**config.mk**
```make
export PLATFORM = sky130hd
export DESIGN_NAME = m_dctr8_reload_flat
export DESIGN_NICKNAME = d
export VERILOG_FILES = /design/src/rtl/m_dctr8_reload_if.sv /design/src/rtl/m_dctr8_reload.sv /design/src/flat_wrapper.sv
export SDC_FILE = /design/constraint.sdc
export NUM_CORES = 1
export LEC_CHECK = 0
export BUFFER_PORTS_ARGS = -buffer_cell sky130_fd_sc_hd__buf_2
export CAP_MARGIN = 20
export CORE_MARGIN = 5
export CORE_UTILIZATION = 45
export CTS_CLUSTER_DIAMETER = 150
export DETAILED_ROUTE_END_ITERATION = 12
export PLACE_DENSITY = 0.75
export SETUP_SLACK_MARGIN = 0.05
export SYNTH_ARGS = -nofsm -noshare
export SYNTH_HDL_FRONTEND = slang
export SYNTH_SLANG_ARGS = --single-unit
```
**constraint.sdc**
```tcl
create_clock -name CK -period 1.8 [get_ports CK]
set_input_delay 0.18 -clock CK [delete_from_list [all_inputs] [get_ports CK]]
set_output_delay 0.18 -clock CK [all_outputs]
set_load 0.005 [all_outputs]
```
**src/rtl/m_dctr8_reload_if.sv**
```systemverilog
// Data/control bundle for the 8-bit reloadable down-counter.
// The master drives preset/load/enable/mode; the counter returns count and status.
interface m_dctr8_reload_if;
    logic [7:0] D;
    logic       LDL;
    logic       ENAB;
    logic       AUTO;
    logic [7:0] Q;
    logic [7:0] QL;
    logic       ZERO;
    logic       BORROW;
    logic       TC;
    logic       RUNNING;

    modport master (
        output D, LDL, ENAB, AUTO,
        input  Q, QL, ZERO, BORROW, TC, RUNNING
    );

    modport slave (
        input  D, LDL, ENAB, AUTO,
        output Q, QL, ZERO, BORROW, TC, RUNNING
    );
endinterface

```
**src/rtl/m_dctr8_reload.sv**
```systemverilog
// 8-bit loadable down-counter with a reload register, terminal-count pulse and
// optional auto-reload; period is D+1 enabled ticks.
module m_dctr8_reload (
    input  logic             CK,
    input  logic             RESET,
    m_dctr8_reload_if.slave  bus
);

    typedef enum logic {STOP = 1'b0, RUN = 1'b1} state_t;

    state_t     state, state_next;
    logic [7:0] count, count_next;
    logic [7:0] reload, reload_next;
    logic       tc, tc_next;

    always_ff @(posedge CK or posedge RESET) begin
        if (RESET) begin
            state  <= STOP;
            count  <= 8'h00;
            reload <= 8'h00;
            tc     <= 1'b0;
        end else begin
            state  <= state_next;
            count  <= count_next;
            reload <= reload_next;
            tc     <= tc_next;
        end
    end

    // Load beats everything; otherwise only enabled ticks in RUN move the counter.
    always_comb begin
        state_next  = state;
        count_next  = count;
        reload_next = reload;
        tc_next     = 1'b0;
        if (!bus.LDL) begin
            reload_next = bus.D;
            count_next  = bus.D;
            state_next  = RUN;
        end else if (state == RUN && bus.ENAB) begin
            if (count != 8'h00) begin
                count_next = count - 8'h01;
            end else begin
                tc_next = 1'b1;
                if (bus.AUTO) begin
                    count_next = reload;
                end else begin
                    state_next = STOP;
                end
            end
        end
    end

    assign bus.Q       = count;
    assign bus.QL      = ~count;
    assign bus.ZERO    = (count == 8'h00);
    assign bus.RUNNING = (state == RUN);
    assign bus.BORROW  = (state == RUN) && bus.ENAB && (count == 8'h00);
    assign bus.TC      = tc;

endmodule

```
**src/flat_wrapper.sv**
```systemverilog
// flat-port wrapper written by rule: the top's interface ports become plain ports
module m_dctr8_reload_flat 
  (CK, RESET, bus_D, bus_LDL, bus_ENAB, bus_AUTO, bus_Q, bus_QL, bus_ZERO, bus_BORROW, bus_TC, bus_RUNNING);
  m_dctr8_reload_if bus_i ();
  input  logic CK;
  input  logic RESET;
  input wire logic [$bits(bus_i.D)-1:0] bus_D;
  input wire logic [$bits(bus_i.LDL)-1:0] bus_LDL;
  input wire logic [$bits(bus_i.ENAB)-1:0] bus_ENAB;
  input wire logic [$bits(bus_i.AUTO)-1:0] bus_AUTO;
  output wire logic [$bits(bus_i.Q)-1:0] bus_Q;
  output wire logic [$bits(bus_i.QL)-1:0] bus_QL;
  output wire logic [$bits(bus_i.ZERO)-1:0] bus_ZERO;
  output wire logic [$bits(bus_i.BORROW)-1:0] bus_BORROW;
  output wire logic [$bits(bus_i.TC)-1:0] bus_TC;
  output wire logic [$bits(bus_i.RUNNING)-1:0] bus_RUNNING;
  assign bus_i.D = bus_D;
  assign bus_i.LDL = bus_LDL;
  assign bus_i.ENAB = bus_ENAB;
  assign bus_i.AUTO = bus_AUTO;
  assign bus_Q = bus_i.Q;
  assign bus_QL = bus_i.QL;
  assign bus_ZERO = bus_i.ZERO;
  assign bus_BORROW = bus_i.BORROW;
  assign bus_TC = bus_i.TC;
  assign bus_RUNNING = bus_i.RUNNING;
  m_dctr8_reload u_core (.CK(CK), .RESET(RESET), .bus(bus_i));
endmodule
```
==> results of run 1 <==
==> registers in the layout, indices dropped and copies added, names as in the netlist <==
register,cells
u_core.bus.Q,8
u_core.bus.RUNNING,1
u_core.bus.TC,1
u_core.reload,8
==> critical path: stages (launching register included) <==
cell and delay, ns:
sky130_fd_sc_hd__dfrtp_1 0.40, sky130_fd_sc_hd__inv_2 0.09, sky130_fd_sc_hd__ha_4 0.15, sky130_fd_sc_hd__nor3b_4 0.21
sky130_fd_sc_hd__nand2_2 0.09, sky130_fd_sc_hd__buf_4 0.15, sky130_fd_sc_hd__clkinv_4 0.06, sky130_fd_sc_hd__buf_2 0.11
==> path summary, 6_finish.rpt <==
kind | startpoint | endpoint | slack [ns] | cells past startpoint
worst max-delay path | u_core.bus.Q[1] | bus_ZERO | 0.04 | 7
worst max register to register | u_core.bus.Q[1] | u_core.bus.Q[0] | 0.09 | 6
worst min register to register | u_core.reload[1] | u_core.reload[1] | 0.49 | 1
max in group asynchronous | RESET | u_core.bus.Q[3] | 1.32 | 2
min in group CK | bus_D[7] | u_core.reload[7] | 0.10 | 3
worst min-delay path | RESET | u_core.bus.RUNNING | -0.02 | 2
==> logic make-up after synthesis <==
| kind of cell | after synthesis | synth area share (%) |
|---|---|---|
| simple gates | 42 | 23.3 |
| compound gates | 33 | 21.9 |
| flops | 18 | 42.8 |
| buf+inv | 16 | 5.94 |
| mux | 3 | 2.97 |
| fa+ha+maj | 2 | 2.37 |
| xor+xnor | 1 | 0.832 |
==> synth_stat cells, types with 2 or more instances <==
cell / instances
sky130_fd_sc_hd__a21oi_1: 3
sky130_fd_sc_hd__clkbuf_1: 2
sky130_fd_sc_hd__o21ai_0: 4
sky130_fd_sc_hd__nand3_1: 7
sky130_fd_sc_hd__o21a_1: 2
sky130_fd_sc_hd__nor2_1: 6
sky130_fd_sc_hd__a21o_1: 5
sky130_fd_sc_hd__a221o_1: 3
sky130_fd_sc_hd__a31oi_1: 2
sky130_fd_sc_hd__o31ai_1: 2
sky130_fd_sc_hd__o21ai_1: 4
sky130_fd_sc_hd__inv_1: 11
sky130_fd_sc_hd__nand4_1: 3
sky130_fd_sc_hd__nand2_1: 11
sky130_fd_sc_hd__o211ai_1: 3
sky130_fd_sc_hd__dfrtp_1: 18
sky130_fd_sc_hd__ha_1: 2
sky130_fd_sc_hd__mux2i_1: 2
sky130_fd_sc_hd__nor2b_1: 6
==> cell type report <==
cell class / count / area share (%)
Inverter: 12 / 3.52
Clock buffer: 3 / 1.58
Tap cell: 28 / 2.46
Sequential cell: 18 / 31.8
Timing Repair Buffer: 48 / 20.5
Multi-Input combinational cell: 81 / 40.1
==> where the power goes <==
part | leakage (nW) | switching [mW] | internal, mW | total [mW]
sequential | 0.216 | 0.0401 | 0.444 | 0.484
combinational | 0.465 | 0.185 | 0.185 | 0.370
clock | 0.0138 | 0.125 | 0.0782 | 0.203
total | 0.694 | 0.350 | 0.707 | 1.06
==> cells in the final DEF (no fill, tap or decap), types with 2 or more instances in the layout <==
| master | Yosys | routed |
|---|---|---|
| sky130_fd_sc_hd__nand4_1 | 3 | 3 |
| sky130_fd_sc_hd__dfrtp_1 | 18 | 17 |
| sky130_fd_sc_hd__buf_4 | 0 | 13 |
| sky130_fd_sc_hd__o21ai_1 | 4 | 3 |
| sky130_fd_sc_hd__o211ai_1 | 3 | 3 |
| sky130_fd_sc_hd__buf_2 | 1 | 32 |
| sky130_fd_sc_hd__nor2b_1 | 6 | 6 |
| sky130_fd_sc_hd__clkbuf_4 | 0 | 3 |
| sky130_fd_sc_hd__buf_6 | 0 | 3 |
| sky130_fd_sc_hd__mux2i_1 | 2 | 2 |
| sky130_fd_sc_hd__o21a_1 | 2 | 2 |
| sky130_fd_sc_hd__a21oi_1 | 3 | 3 |
| sky130_fd_sc_hd__a31oi_1 | 2 | 2 |
| sky130_fd_sc_hd__a21o_1 | 5 | 5 |
| sky130_fd_sc_hd__a221o_1 | 3 | 3 |
| sky130_fd_sc_hd__inv_2 | 0 | 2 |
| sky130_fd_sc_hd__o21ai_0 | 4 | 4 |
| sky130_fd_sc_hd__nor2_1 | 6 | 5 |
| sky130_fd_sc_hd__nand2_1 | 11 | 11 |
| sky130_fd_sc_hd__o31ai_1 | 2 | 2 |
| sky130_fd_sc_hd__nand3_1 | 7 | 7 |
| sky130_fd_sc_hd__inv_1 | 11 | 9 |
==> through the flow <==
step,instances,hold slack [ns],setup slack (ns)
6_report,190,-0.0229,0.0450
2_1_floorplan,115,0.119,0.0683
3_5_place_dp,178,0.325,0.0590
3_3_place_gp,178,0.311,0.114
5_1_grt,190,0.0418,-0.0116
4_1_cts,186,0.00178,0.0369
==> metal layers <==
| metal | up-vias | GRT usage [%] |
|---|---|---|
| met5 | - | 0 |
| met4 | 0 | 6.62 |
| met3 | 7 | 3.95 |
| met2 | 46 | 31.1 |
| met1 | 514 | 22.8 |
| li1 | 512 | - |
==> what timing repair did <==
action,4_1_cts,5_1_grt
pin swaps,2,3
setup endpoints to repair,3,4
gates resized for setup,6,6
setup buffers,5,4
==> results.py, run 1 <==
metrics = {
    "routing": {
        "detail_route.iter0.violations": 30,
        "met2WireLength_mm": 1.49,
        "total_wirelength_mm": 2.96,
        "detailroute.wirelength.met3_um": 203,
        "maxUsedRoutingLayer": "met4",
        "drt-vias-per-instance": 5.68,
        "wl_per_instance_um": 15.6,
        "wirelength_met1_mm": 1.21,
        "drc": 0,
        "first_pass_iters": 4,
        "vias": 1079,
        "detail-route-antenna-nets": 0,
    },
    "clocking": {
        "htreeDepth": 1,
        "clkLatencyLatePin_ns": 0.30,
        "sinks_on_the_clock_net": 18,
        "cts_tree": "yes",
        "clk_path_buf_depth": 2,
        "cts-buffers-inserted": 3,
        "post_cts_hold_buffer_count": 0,
        "cts.root.buffer_cell": "sky130_fd_sc_hd__clkbuf_4",
        "clock_transition_at_the_registers_of_the_reported_paths_ns": 0.10,
    },
    "global_routing": {
        "grt_pass1_wl_mm": 4.75,
        "grt_remaining_overflow": 0,
        "first_global_vias": 1032,
        "grt_antenna_before_repair": 0,
        "global_route.usage.total_pct": 18.3,
        "pin_count_of_the_biggest_net_entering_global_routing": 25,
    },
    "sta": {
        "final.setup_skew_ns": 0.00359,
        "final-hold-violation-count": 18,
        "slew_violations": 0,
        "sum_of_negative_setup_slack_ns": 0,
        "fin_worst_hold_slack_ns": -0.0229,
        "report.final.setup_viol": 0,
        "timing.max_slew.rel_slack_pct": 52.1,
        "timing.final.crit_period_ns": 1.76,
        "rsz0062_at_grt": "yes",
        "final.period_utilization_pct": 97.5,
        "worst_pin_slew_ns": 0.718,
        "fmax_ghz": 0.570,
    },
    "critical_path": {
        "worst_ep_required_time_ns": 1.62,
        "worst-path-max-fanout": 6,
        "endpoint_kind": "primary output",
        "criticalPathCategory": "flip-flop to primary output",
        "timing.critical_path.from_type": "flip-flop",
        "worstPathArrival_ns": 1.58,
    },
    "layout": {
        "fill_cells": 203,
        "area.growth.synth_to_final_pct": 34.9,
        "multi_input_comb_area_um2": 571,
        "final_layout_size_suffix_gt1_share_pct": 40.1,
        "fin_area_mm2": 0.00142,
        "final_nets": 179,
        "finalCoreUtilization_pct": 63.6,
        "register_area_um2": 452,
        "num_antenna_cells": 0,
    },
    "synthesis": {
        "synth_nets": 130,
        "fraction_of_synthesis_flops_using_an_asynchronous_set_or_reset_pin_pct": 100,
        "postSynth.topFlopCell": "sky130_fd_sc_hd__dfrtp_1",
        "yosysTopAreaCell": "sky130_fd_sc_hd__dfrtp_1",
        "synth_edf_count": 0,
        "netlist-cell-type-count": 38,
        "synthDominantCellAreaShare_pct": 42.8,
        "post_synth_inst_count": 115,
        "synthTopCellsByArea": "sky130_fd_sc_hd__dfrtp_1, sky130_fd_sc_hd__inv_1, sky130_fd_sc_hd__nand2_1",
        "postSynthRegisterBits": 18,
        "yosys_warnings": 0,
        "avgSynthCellArea_um2": 9.16,
        "netlist_area_mm2": 0.00105,
        "synth.yosys.seq_area_share_pct": 42.8,
    },
    "floorplanning": {
        "row_count": 17,
        "chipHeight_um": 58.4,
        "io-pin-count": 33,
        "dieArea_mm2": 0.00341,
        "floorplan.initialDensity_pct": 47.2,
        "die_w_um": 58.4,
        "design.core.area_mm2": 0.00223,
    },
    "placement": {
        "hpwl_mm": 2.07,
        "place.port_buffers": 32,
        "place.gp.congestion": 0.874,
        "dpl_cell_area_mm2": 0.00128,
    },
    "pwr": {
        "leak_pwr_nw": 0.694,
        "report.power.total_mw": 1.06,
        "ir_worst_vdd_v": 0.000558,
        "power.density_mw_per_mm2": 744,
    },
    "run": {
        "drv.max_cap_violation_count": 0,
    },
    "outcome": {
        "violations": "negative hold slack",
        "run_status": "finished, violations left",
    },
    "hold_path": {
        "hold_class": "input pin to asynchronous set/reset pin",
    },
}
Power figures use the tool's default switching activity.
==> run 2, diff against run 1 <==
--- a/config.mk
+++ b/config.mk
@@ -7,6 +7,7 @@
 export LEC_CHECK = 0
 export BUFFER_PORTS_ARGS = -buffer_cell sky130_fd_sc_hd__buf_2
 export CAP_MARGIN = 20
+export CORE_ASPECT_RATIO = 1.2
 export CORE_MARGIN = 5
 export CORE_UTILIZATION = 45
 export CTS_CLUSTER_DIAMETER = 150
==> run 2 against run 1 <==
Net effect:
- the flow now finishes without violations
- core utilization increased by 2.3 points
- sequential power increased by 2%
- sequential share of layout area decreased by 1.4 points
- clock skew increased by 0.0052 ns
- register-to-register slack got worse by 0.04 ns
- non-clock buffer count increased by 5
- worst hold slack improved by 0.12 ns
- die area increased by 0.12%
- sequential cell count unchanged
- clock power increased by 27%
- critical path type unchanged
- highest routed layer unchanged
==> results.py, run 2 (synthesized netlist as in run 1, its figures left out) <==
metrics = {
    "outcome": {
        "run_status": "completed",
    },
    "clocking": {
        "clk_path_buf_depth": 2,
        "clock_transition_at_the_registers_of_the_reported_paths_ns": 0.11,
        "sinks_on_the_clock_net": 18,
        "htreeDepth": 1,
        "cts.root.buffer_cell": "sky130_fd_sc_hd__clkbuf_4",
        "cts_tree": "yes",
        "clkLatencyLatePin_ns": 0.31,
        "cts-buffers-inserted": 3,
    },
    "critical_path": {
        "critical_path_buf_inv_count": 3,
        "number_of_cells_on_the_critical_path": 7,
        "critical-path-slowest-cell": "sky130_fd_sc_hd__dfrtp_1",
        "timing.critical_path.cells": "inv_2 > ha_4 > nor3b_4 > nand2_2 > buf_6 > nor2_4 > buf_2",
        "worst-path-max-fanout": 3,
        "regToRegSetupSlack_ns": 0.05,
        "worstRegToRegCells": 8,
        "reg2reg_from": "u_core.bus.Q[1]",
        "criticalPathCategory": "flip-flop to primary output",
        "setup.worst_path.start": "u_core.bus.Q[1]",
        "worst_ep_required_time_ns": 1.62,
        "reg2reg_to": "u_core.bus.Q[2]",
        "timing.critical_path.max_delay_family": "flip-flops",
        "timing.critical_path.from_type": "flip-flop",
        "worstPathArrival_ns": 1.59,
        "endpoint_of_the_worst_setup_timing_path": "bus_BORROW",
        "critical_path.max_stage_delay_ns": 0.42,
        "endpoint_kind": "primary output",
    },
    "layout": {
        "final_layout_size_suffix_gt1_share_pct": 42.3,
        "area.growth.synth_to_final_pct": 41.3,
        "final_nets": 184,
        "finalCoreUtilization_pct": 65.9,
        "num_antenna_cells": 0,
        "fin_area_mm2": 0.00149,
        "most-common-layout-cells": "sky130_fd_sc_hd__buf_2, sky130_fd_sc_hd__buf_4, sky130_fd_sc_hd__dfrtp_1, sky130_fd_sc_hd__nand2_1, sky130_fd_sc_hd__inv_1",
        "final_common_cell": "sky130_fd_sc_hd__buf_2",
    },
    "pwr": {
        "report.power.total_mw": 1.13,
        "leak_pwr_nw": 0.724,
        "ir_worst_vdd_v": 0.000576,
        "power.density_mw_per_mm2": 757,
    },
    "placement": {
        "hpwl_mm": 2.20,
        "dpl_cell_area_mm2": 0.00127,
        "place.port_buffers": 32,
        "place.gp.congestion": 0.899,
        "detailedPlace.worstSlack_ns": 0.0590,
    },
    "floorplanning": {
        "die_w_um": 54.2,
        "io-pin-count": 33,
        "dieArea_mm2": 0.00341,
        "design.core.area_mm2": 0.00226,
        "floorplan.initialDensity_pct": 46.6,
        "chipHeight_um": 63.0,
        "row_count": 19,
    },
    "sta": {
        "worst_pin_slew_ns": 0.695,
        "timing.final.crit_period_ns": 1.77,
        "final-hold-violation-count": 0,
        "rsz0062_at_grt": "yes",
        "final.period_utilization_pct": 98.1,
        "slew_violations": 0,
        "timing.max_slew.rel_slack_pct": 53.6,
        "report.final.setup_viol": 0,
        "final.setup_skew_ns": 0.00877,
        "fmax_ghz": 0.566,
        "final_critical_path_setup_slack_ns": 0.0346,
    },
    "global_routing": {
        "first_global_vias": 1082,
        "pin_count_of_the_biggest_net_entering_global_routing": 19,
        "grt_pass1_wl_mm": 4.86,
        "grt_antenna_before_repair": 0,
        "grt_remaining_overflow": 0,
        "global_route.usage.total_pct": 19.3,
    },
    "routing": {
        "wl_per_instance_um": 16.6,
        "total_wirelength_mm": 3.30,
        "detail-route-antenna-nets": 0,
        "drt-vias-per-instance": 5.77,
        "vias": 1149,
        "drc": 0,
        "first_pass_iters": 4,
        "detail_route.iter0.violations": 24,
    },
    "hold_path": {
        "hold_startpoint": "bus_D[7]",
        "hold_class": "input pin to flip-flop",
        "whs_path_cells": 3,
    },
    "run": {
        "drv.max_cap_violation_count": 0,
    },
}
-- run 2: what timing repair did --
item                                   4_1_cts  5_1_grt
resized for setup                            6        9
endpoints found under the hold margin       18        0
setup endpoints to repair                    3        6
buffers inserted                             8        7
pin swaps                                    2        5
hold buffers                                 1        0
-- run 2: layout make-up --
| type | instances | area, µm² |
|---|---|---|
| well taps | 31 | 38.8 |
| clock buffers | 4 | 36.3 |
| multi-input cells | 81 | 574 |
| fillers | 176 | 769 |
| repair buffers | 53 | 334 |
| flip-flops and latches | 18 | 453 |
| inverters | 12 | 52.6 |
-- run 2: routing by layer --
metal,vias to the layer above,routed length (µm),track usage [%]
met4,0,133,13.1
met1,562,1270,21.1
li1,520,-,-
met5,-,0,0
met3,13,219,2.86
met2,54,1690,32.2
-- run 2: worst min path at each step --
stage                       end
2_1_floorplan   u_core.bus.Q[0]
3_3_place_gp    u_core.bus.Q[6]
3_5_place_dp   u_core.reload[6]
4_1_cts        u_core.reload[7]
5_1_grt        u_core.reload[7]
6_report       u_core.reload[7]
-- run 2: report_power, final --
group | switching (mW) | leakage [nW] | internal, mW | total (mW)
clock | 0.134 | 0.0210 | 0.124 | 0.258
sequential | 0.0487 | 0.215 | 0.444 | 0.493
combinational | 0.190 | 0.489 | 0.186 | 0.376
total | 0.373 | 0.724 | 0.754 | 1.13
-- run 2: worst register-to-register path, stage by stage, from the launching register on --
cell	delay, ns
sky130_fd_sc_hd__dfrtp_1	0.39
sky130_fd_sc_hd__inv_2	0.07
sky130_fd_sc_hd__buf_4	0.13
sky130_fd_sc_hd__buf_4	0.13
sky130_fd_sc_hd__ha_1	0.27
sky130_fd_sc_hd__xor2_1	0.19
sky130_fd_sc_hd__o21ai_1	0.11
sky130_fd_sc_hd__o21ai_1	0.08
sky130_fd_sc_hd__a221o_1	0.29
-- run 2: metrics by stage --
| step | std cells | TNS [ns] | hold WS (ns) |
|---|---|---|---|
| CTS | 192 | 0 | 0.110 |
| floorplan | 115 | 0 | 0.119 |
| finish | 199 | 0 | 0.0967 |
| global placement | 179 | 0 | 0.315 |
| detailed placement | 179 | 0 | 0.321 |
| global route | 199 | -0.246 | 0.111 |
==> run 3, diff against run 2 <==
--- a/config.mk
+++ b/config.mk
@@ -9,10 +9,10 @@
 export CAP_MARGIN = 20
 export CORE_ASPECT_RATIO = 1.2
 export CORE_MARGIN = 5
-export CORE_UTILIZATION = 45
+export CORE_UTILIZATION = 53
 export CTS_CLUSTER_DIAMETER = 150
 export DETAILED_ROUTE_END_ITERATION = 12
-export PLACE_DENSITY = 0.75
+export PLACE_DENSITY = 0.82
 export SETUP_SLACK_MARGIN = 0.05
 export SYNTH_ARGS = -nofsm -noshare
 export SYNTH_HDL_FRONTEND = slang
==> constraint.sdc (replaced) <==
create_clock -name CK -period 2.1 [get_ports CK]
set_input_delay 0.21 -clock CK [delete_from_list [all_inputs] [get_ports CK]]
set_output_delay 0.21 -clock CK [all_outputs]
set_load 0.005 [all_outputs]
==> run 3 against run 2 <==
Net effect:
- the flow now finishes with violations (negative hold slack)
- final area is 12% lower
- combinational power is 34% lower
- first-iteration DRC count is 33% higher
- critical endpoint unchanged
- highest routed layer unchanged
==> results.py, run 3 (synthesized netlist as in run 1, its figures left out) <==
metrics = {
    "clocking": {
        "cts-buffers-inserted": 3,
        "post_cts_hold_buffer_count": 0,
        "clkLatencyLatePin_ns": 0.31,
        "sinks_on_the_clock_net": 18,
        "clk_path_buf_depth": 2,
        "htreeDepth": 1,
        "cts.root.buffer_cell": "sky130_fd_sc_hd__clkbuf_4",
        "cts_tree": "yes",
        "clock_transition_at_the_registers_of_the_reported_paths_ns": 0.11,
    },
    "pwr": {
        "ir_worst_vdd_v": 0.000537,
        "power.density_mw_per_mm2": 692,
        "leak_pwr_nw": 0.648,
    },
    "layout": {
        "fin_area_mm2": 0.00131,
        "fin_cells": 169,
        "most-common-layout-cells": "sky130_fd_sc_hd__buf_2, sky130_fd_sc_hd__dfrtp_1, sky130_fd_sc_hd__nand2_1, sky130_fd_sc_hd__inv_1, sky130_fd_sc_hd__nand3_1",
        "finalCoreUtilization_pct": 69.7,
        "fill_cells": 162,
        "final_nets": 166,
        "multi_input_comb_area_um2": 564,
        "final_layout_size_suffix_gt1_share_pct": 33.3,
        "area.growth.synth_to_final_pct": 23.9,
        "num_antenna_cells": 0,
        "register_area_um2": 452,
        "final_common_cell": "sky130_fd_sc_hd__buf_2",
    },
    "outcome": {
        "run_status": "finished, violations left",
        "violations": "negative hold slack",
    },
    "global_routing": {
        "global_route.usage.total_pct": 19.7,
        "first_global_vias": 1003,
        "grt_antenna_before_repair": 0,
        "grt_remaining_overflow": 0,
        "pin_count_of_the_biggest_net_entering_global_routing": 25,
        "grt_pass1_wl_mm": 4.57,
    },
    "placement": {
        "dpl_cell_area_mm2": 0.00122,
        "place.gp.congestion": 0.917,
        "hpwl_mm": 1.96,
        "dpl.cell_count": 162,
        "place.port_buffers": 32,
    },
    "sta": {
        "final.setup_skew_ns": 0.00156,
        "report.final.setup_viol": 0,
        "final.period_utilization_pct": 91.5,
        "final-hold-violation-count": 18,
        "sum_of_negative_setup_slack_ns": 0,
        "slew_violations": 0,
        "fin_worst_hold_slack_ns": -0.0127,
        "rsz0062_at_grt": "no",
        "timing.max_slew.rel_slack_pct": 53.5,
        "fmax_ghz": 0.520,
        "timing.final.crit_period_ns": 1.92,
        "worst_pin_slew_ns": 0.697,
    },
    "floorplanning": {
        "io-pin-count": 33,
        "chipHeight_um": 58.8,
        "die_w_um": 50.7,
        "floorplan.initialDensity_pct": 56.3,
        "dieArea_mm2": 0.00298,
        "row_count": 17,
        "design.core.area_mm2": 0.00187,
    },
    "critical_path": {
        "worst-path-max-fanout": 7,
        "criticalPathCategory": "flip-flop to primary output",
        "endpoint_kind": "primary output",
        "worstRegToRegCells": 8,
        "setup.worst_path.start": "u_core.bus.Q[1]",
        "reg2reg_to": "u_core.bus.Q[3]",
        "timing.critical_path.from_type": "flip-flop",
        "reg2reg_from": "u_core.bus.Q[1]",
        "worstPathArrival_ns": 1.71,
        "regToRegSetupSlack_ns": 0.25,
        "worst_ep_required_time_ns": 1.89,
    },
    "hold_path": {
        "hold_class": "input pin to asynchronous set/reset pin",
    },
    "routing": {
        "drc": 0,
        "detail-route-antenna-nets": 0,
        "first_pass_iters": 4,
        "drt-vias-per-instance": 6.11,
        "wl_per_instance_um": 15.9,
        "total_wirelength_mm": 2.68,
        "detail_route.iter0.violations": 32,
        "vias": 1033,
    },
    "run": {
        "drv.max_cap_violation_count": 0,
    },
}
[run 3: area by class of cell]
class / instances / share of cell area, %
flip-flops and latches: 18 / 34.6
repair buffers: 35 / 14.0
multi-input cells: 81 / 43.2
inverters: 12 / 3.55
well taps: 19 / 1.82
clock buffers: 4 / 2.78
[run 3: worst max path at each step]
| stage | end | slack, ns |
|---|---|---|
| after detailed placement | u_core.bus.Q[1] | 0.22 |
| final | bus_BORROW | 0.18 |
| after CTS | bus_ZERO | 0.07 |
| after floorplan | u_core.bus.Q[0] | 0.35 |
| after global placement | u_core.bus.Q[1] | 0.33 |
| after global routing | bus_ZERO | 0.04 |
[run 3: layer usage]
metal  vias up  track usage, %  wire length, µm
met4         0            9.85               97
met5         -               0                0
met1       477            25.0             1080
met2        62            31.6             1270
met3        11            4.05              228
li1        483               -                -
[run 3: stage by stage]
stage / worst slack (ns) / total power [mW] / hold WS, ns
3_3_place_gp: 0.328 / 0.653 / 0.337
3_5_place_dp: 0.220 / 0.660 / 0.350
5_1_grt: 0.0448 / 0.961 / 0.0354
4_1_cts: 0.0733 / 0.880 / 0.0231
2_1_floorplan: 0.347 / 0.572 / 0.149
6_report: 0.178 / 0.904 / -0.0127
[run 3: worst max-delay path, cell delays in order, from the launching register on]
cell                      delay [ns]
sky130_fd_sc_hd__dfrtp_1        0.44
sky130_fd_sc_hd__inv_1          0.15
sky130_fd_sc_hd__ha_4           0.17
sky130_fd_sc_hd__nor3b_4        0.27
sky130_fd_sc_hd__nand2_4        0.12
sky130_fd_sc_hd__nor2_1         0.12
sky130_fd_sc_hd__buf_2          0.12
[run 3: timing repair]
item                       in CTS  in global routing
setup endpoints to repair       2                  4
buffers inserted                0                  3
gates resized for setup         1                  5
pin swaps                       0                  0
[run 3: power breakdown]
part | leakage, nW | switching, mW | internal (mW)
clock network | 0.0210 | 0.119 | 0.106
registers | 0.216 | 0.0498 | 0.380
logic | 0.411 | 0.129 | 0.121
